[src/rtl/dwpe_feeder.sv]
// Feeds one row segment and a kernel's taps into a depthwise PE, one tap per cycle, then waits for all lanes and holds the results for downstream.
// Latency: start -> NMAX feed cycles -> WAIT until every lane is valid (or TIMEOUT) -> OUT until out_ready; start is refused while busy or while result_valid is still high.
module dwpe_feeder #(
    parameter int DW      = 32,
    parameter int POX     = 6,
    parameter int KSIZE   = 3,
    parameter int NMAX    = KSIZE**2,
    parameter int LEN     = POX+NMAX-1,
    parameter int TIMEOUT = 64
) (
    input  logic                clk,
    input  logic                rst,
    input  logic                start,
    input  logic [LEN*DW-1:0]   pixel_in,
    input  logic [NMAX*DW-1:0]  weight_in,
    output logic                ready,
    output logic                dwpe_ena,
    output logic [POX*DW-1:0]   pixel_array,
    output logic [DW-1:0]       weight,
    input  logic [POX*DW-1:0]   result,
    input  logic [POX-1:0]      result_valid,
    output logic [POX*DW-1:0]   out_data,
    output logic                out_valid,
    input  logic                out_ready,
    output logic                timeout_err
);

    localparam int KW = $clog2(NMAX+1);
    localparam int WW = $clog2(TIMEOUT+1);
    localparam logic [KW-1:0] K_LAST    = KW'(NMAX-1);
    localparam logic [WW-1:0] WAIT_LAST = WW'(TIMEOUT-1);

    localparam logic [1:0] S_IDLE = 2'd0;
    localparam logic [1:0] S_FEED = 2'd1;
    localparam logic [1:0] S_WAIT = 2'd2;
    localparam logic [1:0] S_OUT  = 2'd3;

    logic [1:0]           state_q, state_d;
    logic [LEN*DW-1:0]    sreg_q, sreg_d;
    logic [NMAX*DW-1:0]   tap_q, tap_d;
    logic [KW-1:0]        k_q, k_d;
    logic [WW-1:0]        wait_q, wait_d;
    logic [POX*DW-1:0]    out_data_q, out_data_d;
    logic                 timeout_err_q, timeout_err_d;

    // A PE still asserting valid from the previous job must drain before a new one starts.
    assign ready = (state_q == S_IDLE) && (result_valid == '0);

    always_comb begin
        state_d       = state_q;
        sreg_d        = sreg_q;
        tap_d         = tap_q;
        k_d           = k_q;
        wait_d        = wait_q;
        out_data_d    = out_data_q;
        timeout_err_d = timeout_err_q;
        case (state_q)
            S_IDLE: begin
                if (start && ready) begin
                    sreg_d  = pixel_in;
                    tap_d   = weight_in;
                    k_d     = '0;
                    wait_d  = '0;
                    state_d = S_FEED;
                end
            end
            S_FEED: begin
                sreg_d = sreg_q >> DW;
                k_d    = k_q + KW'(1);
                wait_d = '0;
                if (k_q == K_LAST) begin
                    state_d = S_WAIT;
                end
            end
            S_WAIT: begin
                if (&result_valid) begin
                    out_data_d = result;
                    state_d    = S_OUT;
                end else if (wait_q == WAIT_LAST) begin
                    timeout_err_d = 1'b1;
                    state_d       = S_IDLE;
                end else begin
                    wait_d = wait_q + WW'(1);
                end
            end
            S_OUT: begin
                if (out_ready) begin
                    state_d = S_IDLE;
                end
            end
            default: state_d = S_IDLE;
        endcase
    end

    always_ff @(posedge clk) begin
        if (rst) begin
            state_q       <= S_IDLE;
            sreg_q        <= '0;
            tap_q         <= '0;
            k_q           <= '0;
            wait_q        <= '0;
            out_data_q    <= '0;
            timeout_err_q <= 1'b0;
        end else begin
            state_q       <= state_d;
            sreg_q        <= sreg_d;
            tap_q         <= tap_d;
            k_q           <= k_d;
            wait_q        <= wait_d;
            out_data_q    <= out_data_d;
            timeout_err_q <= timeout_err_d;
        end
    end

    assign dwpe_ena    = (state_q == S_FEED) || (state_q == S_WAIT);
    assign pixel_array = (state_q == S_FEED) ? sreg_q[POX*DW-1:0] : '0;
    assign weight      = (state_q == S_FEED) ? tap_q[k_q*DW +: DW] : '0;
    assign out_valid   = (state_q == S_OUT);
    assign out_data    = out_data_q;
    assign timeout_err = timeout_err_q;

endmodule
[config.mk]
export PLATFORM = sky130hd
export DESIGN_NAME = dwpe_feeder
export DESIGN_NICKNAME = d
export VERILOG_FILES = /design/src/rtl/dwpe_feeder.sv
export SDC_FILE = /design/constraint.sdc
export NUM_CORES = 2
export LEC_CHECK = 0
export CORE_AREA = 2 2 535 537
export DETAILED_ROUTE_END_ITERATION = 8
export DIE_AREA = 0 0 537 539
export GPL_ROUTABILITY_DRIVEN = 0
export SYNTH_ARGS = -nofsm -noshare
export SYNTH_HDL_FRONTEND = slang
export SYNTH_SLANG_ARGS = --single-unit
[constraint.sdc]
create_clock -name clk -period 3.31 [get_ports clk]
set_input_delay 0.993 -clock clk [delete_from_list [all_inputs] [get_ports clk]]
set_output_delay 0.993 -clock clk [all_outputs]
set_load 0.005 [all_outputs]
==> run metrics <==
status=finished with violations; failing checks=negative setup slack; P per Cell Area=448.5 nW/um^2; Syn Std Cell Area=between 30000 and 40000 sq um; final period utilization=1.157; first-pass GRT wire length=320000 um; wire per inst=23.71 um; Seq cells post-synth=942; ports placed on the boundary=1358; Initial Util=0.1383; Final Core Density=0.2382; VDD IR max=0.4873 mV; drt pass-1 iters=6; initial drt markers=2991; Crit. End Element=output pin; ys flop type=dfxtp_1; register area=roughly 19000 sq um; DR vias=41.13k; total track usage=0.1589; RSZ-0062 raised after global routing=true; number of port buffers=1357; largest net degree at the start of global routing=140; drt drc=0; Slowest cell on crit path=dfxtp_4; nets@finish=7283; max-cap violations=0; Std-Cell Rows=196; leak pwr=22.75 nW; path type of the worst setup path=register to output pin; worst stage delay on the critical path=approximately 0.35 ns; Fillers=30.86k; Post-Synthesis Net Count=5643; Final Hold Violating Endpoints=0; Final ANT Viol Nets=0; r2r worst-path depth=12; Mapped Avg Cell Area=8.360 sq um; Critical Path RT=2.32 ns; DIE AREA=289400 sq um; Final Slew Violations=0; Worst-path clk slew=0.06 ns; deepest clock path buffer count=4; core footprint=approximately 280000 sq um; vias in the first global route=38.76k; Post-synth ARST share=0; multi-input logic area=19750 sq um; initial antenna violation count=132; CTS H-Tree Depth=3; CTS buffer count=between 100 and 150; Clock Latency Late Sink=about 0.84 ns; layout cells sized above 1=0.2111; CTS root buf=clkbuf_16; Detailed Route WL=243200 um; Setup WS post-layout=-0.5197 ns; post-DP HPWL=190300 um; pre-CTS setup slack=-1.426 ns; Final Skew=0.08799 ns; die span in x=537 um; GRT Residual Overflow=0; Post-synth EDFFs=0; Arr. time, crit path=2.84 ns; Peak Freq=0.2611 GHz; Synth cell types=43; Least-Margin Pin Slew=0.9529 ns; min Tclk post-route=3.830 ns; class of the worst hold path=register to register; CP Launch Type=register; sequential-to-total area share from yosys stat=0.4803; vias per inst=around 4.0; endpoints failing setup=192; CTS tree=built; cells along the critical path=buf_12 -> buf_12 -> buf_12 -> buf_6 -> mux2_4 -> nand3_2 -> o211ai_1 -> a32o_2 -> buf_6; Max FO, Critical Path=4; Die H=roughly 540 um; Yosys warning count=0; Worst Hold Depth=2; most used cell along the critical path=buf_12; setup tns final=-27.30 ns; slew margin rel.=0.3567; Syn Inst Count=4697; CTS Sinks=about 940; Layout area overhead=72.28%
-- per-layer routing --
metal,GRT usage,wire length [um]
met1,0.1721,89410
met2,0.2620,112900
met3,0.06245,25490
met4,0.09124,15060
met5,0,407
-- cell usage after synthesis (3+ instances only) --
master	number	area (sq um)
and2_1	194	1214
a211oi_1	418	3138
clkbuf_1	296	1111
mux2i_1	352	3523
buf_1	16	60.06
ha_1	8	100.1
a22oi_1	32	240.2
a21oi_1	648	3243
mux2_2	32	360.4
nand4_1	3	18.77
inv_1	8	30.03
dfxtp_1	942	18860
nand2b_1	3	18.77
nand3_1	36	180.2
nand2_1	1002	3761
nor2_1	457	1715
nor4_1	3	18.77
o21ai_0	7	35.03
nor3_1	4	20.02
buf_4	3	22.52
buf_2	111	555.5
a32oi_1	33	289.0
a32o_1	32	320.3
o211ai_1	32	240.2
-- final timing paths --
kind | from | end | slack [ns]
worst min-delay path | out_data[102]$_SDFFE_PP0P_ | out_data[102]$_SDFFE_PP0P_ | 0.45
worst max register to register | state_q[0]$_SDFFE_PP0P_ | sreg_q[262]$_SDFFE_PP0P_ | 0.15
worst max-delay path | k_q[0]$_SDFFE_PP0P_ | weight[22] | -0.52
worst min register to register | out_data[102]$_SDFFE_PP0P_ | out_data[102]$_SDFFE_PP0P_ | 0.45
-- stage by stage --
| stage | hold slack (ns) | std cells | total power [mW] | instance area, sq um |
|---|---|---|---|---|
| finish | 0.4536 | 10260 | 30.34 | 67650 |
| global route | 0.4652 | 10220 | 31.42 | 67560 |
| CTS | 0.4541 | 10130 | 30.74 | 66740 |
| detailed placement | 0.4433 | 9750 | 16.36 | 59560 |
| global placement | 0.4378 | 9750 | 16.35 | 59560 |
| floorplan | 0.4261 | 4697 | 13.83 | 39270 |
-- cell usage in the layout, fill, tap and decap left out, drive strengths merged, types with 2 or more instances in the layout --
| cell type | instances |
|---|---|
| or4b | 2 |
| nand2 | 1002 |
| clkdlybuf4s50 | 1129 |
| nor2 | 458 |
| or3 | 2 |
| clkinvlp | 11 |
| a21oi | 648 |
| bufinv | 9 |
| or2 | 2 |
| a22oi | 32 |
| nand2b | 3 |
| o21ai | 9 |
| mux2 | 32 |
| bufbuf | 2 |
| o211ai | 32 |
| a211oi | 418 |
| nand3 | 36 |
| dfxtp | 942 |
| nand3b | 2 |
| a32o | 32 |
| inv | 14 |
| diode | 69 |
| a32oi | 33 |
| a31oi | 2 |
| mux2i | 352 |
| xor2 | 2 |
| nand4 | 3 |
| clkinv | 25 |
| clkbuf | 163 |
| nor3 | 4 |
| and2 | 194 |
| buf | 811 |
| ha | 8 |
| nor4 | 3 |
-- report_power, final --
group / total (mW) / leakage (nW) / internal, mW / switching, mW
logic: 5.62 / 13.3 / 2.97 / 2.65
registers: 11.7 / 7.59 / 11.6 / 0.176
clock network: 13.0 / 1.87 / 7.58 / 5.39
-- state kept, by name, indices dropped and copies added (netlist names) --
name / cells
out_data: 192
timeout_err: 1
state_q: 2
k_q: 4
tap_q: 288
wait_q: 7
sreg_q: 448
-- worst max-delay path: cells and delay by family (launching register included) --
family,cells,cell delay [ns]
buffers and inverters,5,0.63
multiplexers,1,0.35
flip-flops,1,0.35
AND/OR/NAND/NOR,1,0.07
AO/OA/AOI/OAI,2,0.56
-- area by class of cell --
class / count / share of cell area
inverter: 9 / 0.0006474
multi-input combinational: 3320 / 0.2920
timing repair buffer: 1951 / 0.2997
clock buffer: 157 / 0.04824
antenna: 69 / 0.002552
clock inverter: 50 / 0.008323
tap: 3762 / 0.06958
sequential: 942 / 0.2790
-- timing repair --
action | CTS | global route
endpoints found under the hold margin | 0 | 0
hold buffers | 0 | 0
pin swaps | 151 | 83
setup buffers | 154 | 103
cloned | 30 | 2
resized for setup | 1387 | 254
endpoints found under the setup margin | 225 | 226
-- cell families (layout without fill, tap and decap cells) --
logic type | count (synthesis) | count (layout) | share of synthesized area
adders and majority gates | 8 | 8 | 0.002549
and+or+nand+nor | 1716 | 1716 | 0.1796
AOI/OAI and AO/OA | 1210 | 1210 | 0.1928
xor gates and xnor gates | 2 | 2 | 0.0004462
other | 0 | 69 | 0
muxes | 384 | 384 | 0.09891
DFF | 942 | 942 | 0.4803
buffers and inverters | 435 | 2167 | 0.04541
Note: power is estimated with default switching activity, not from simulation.
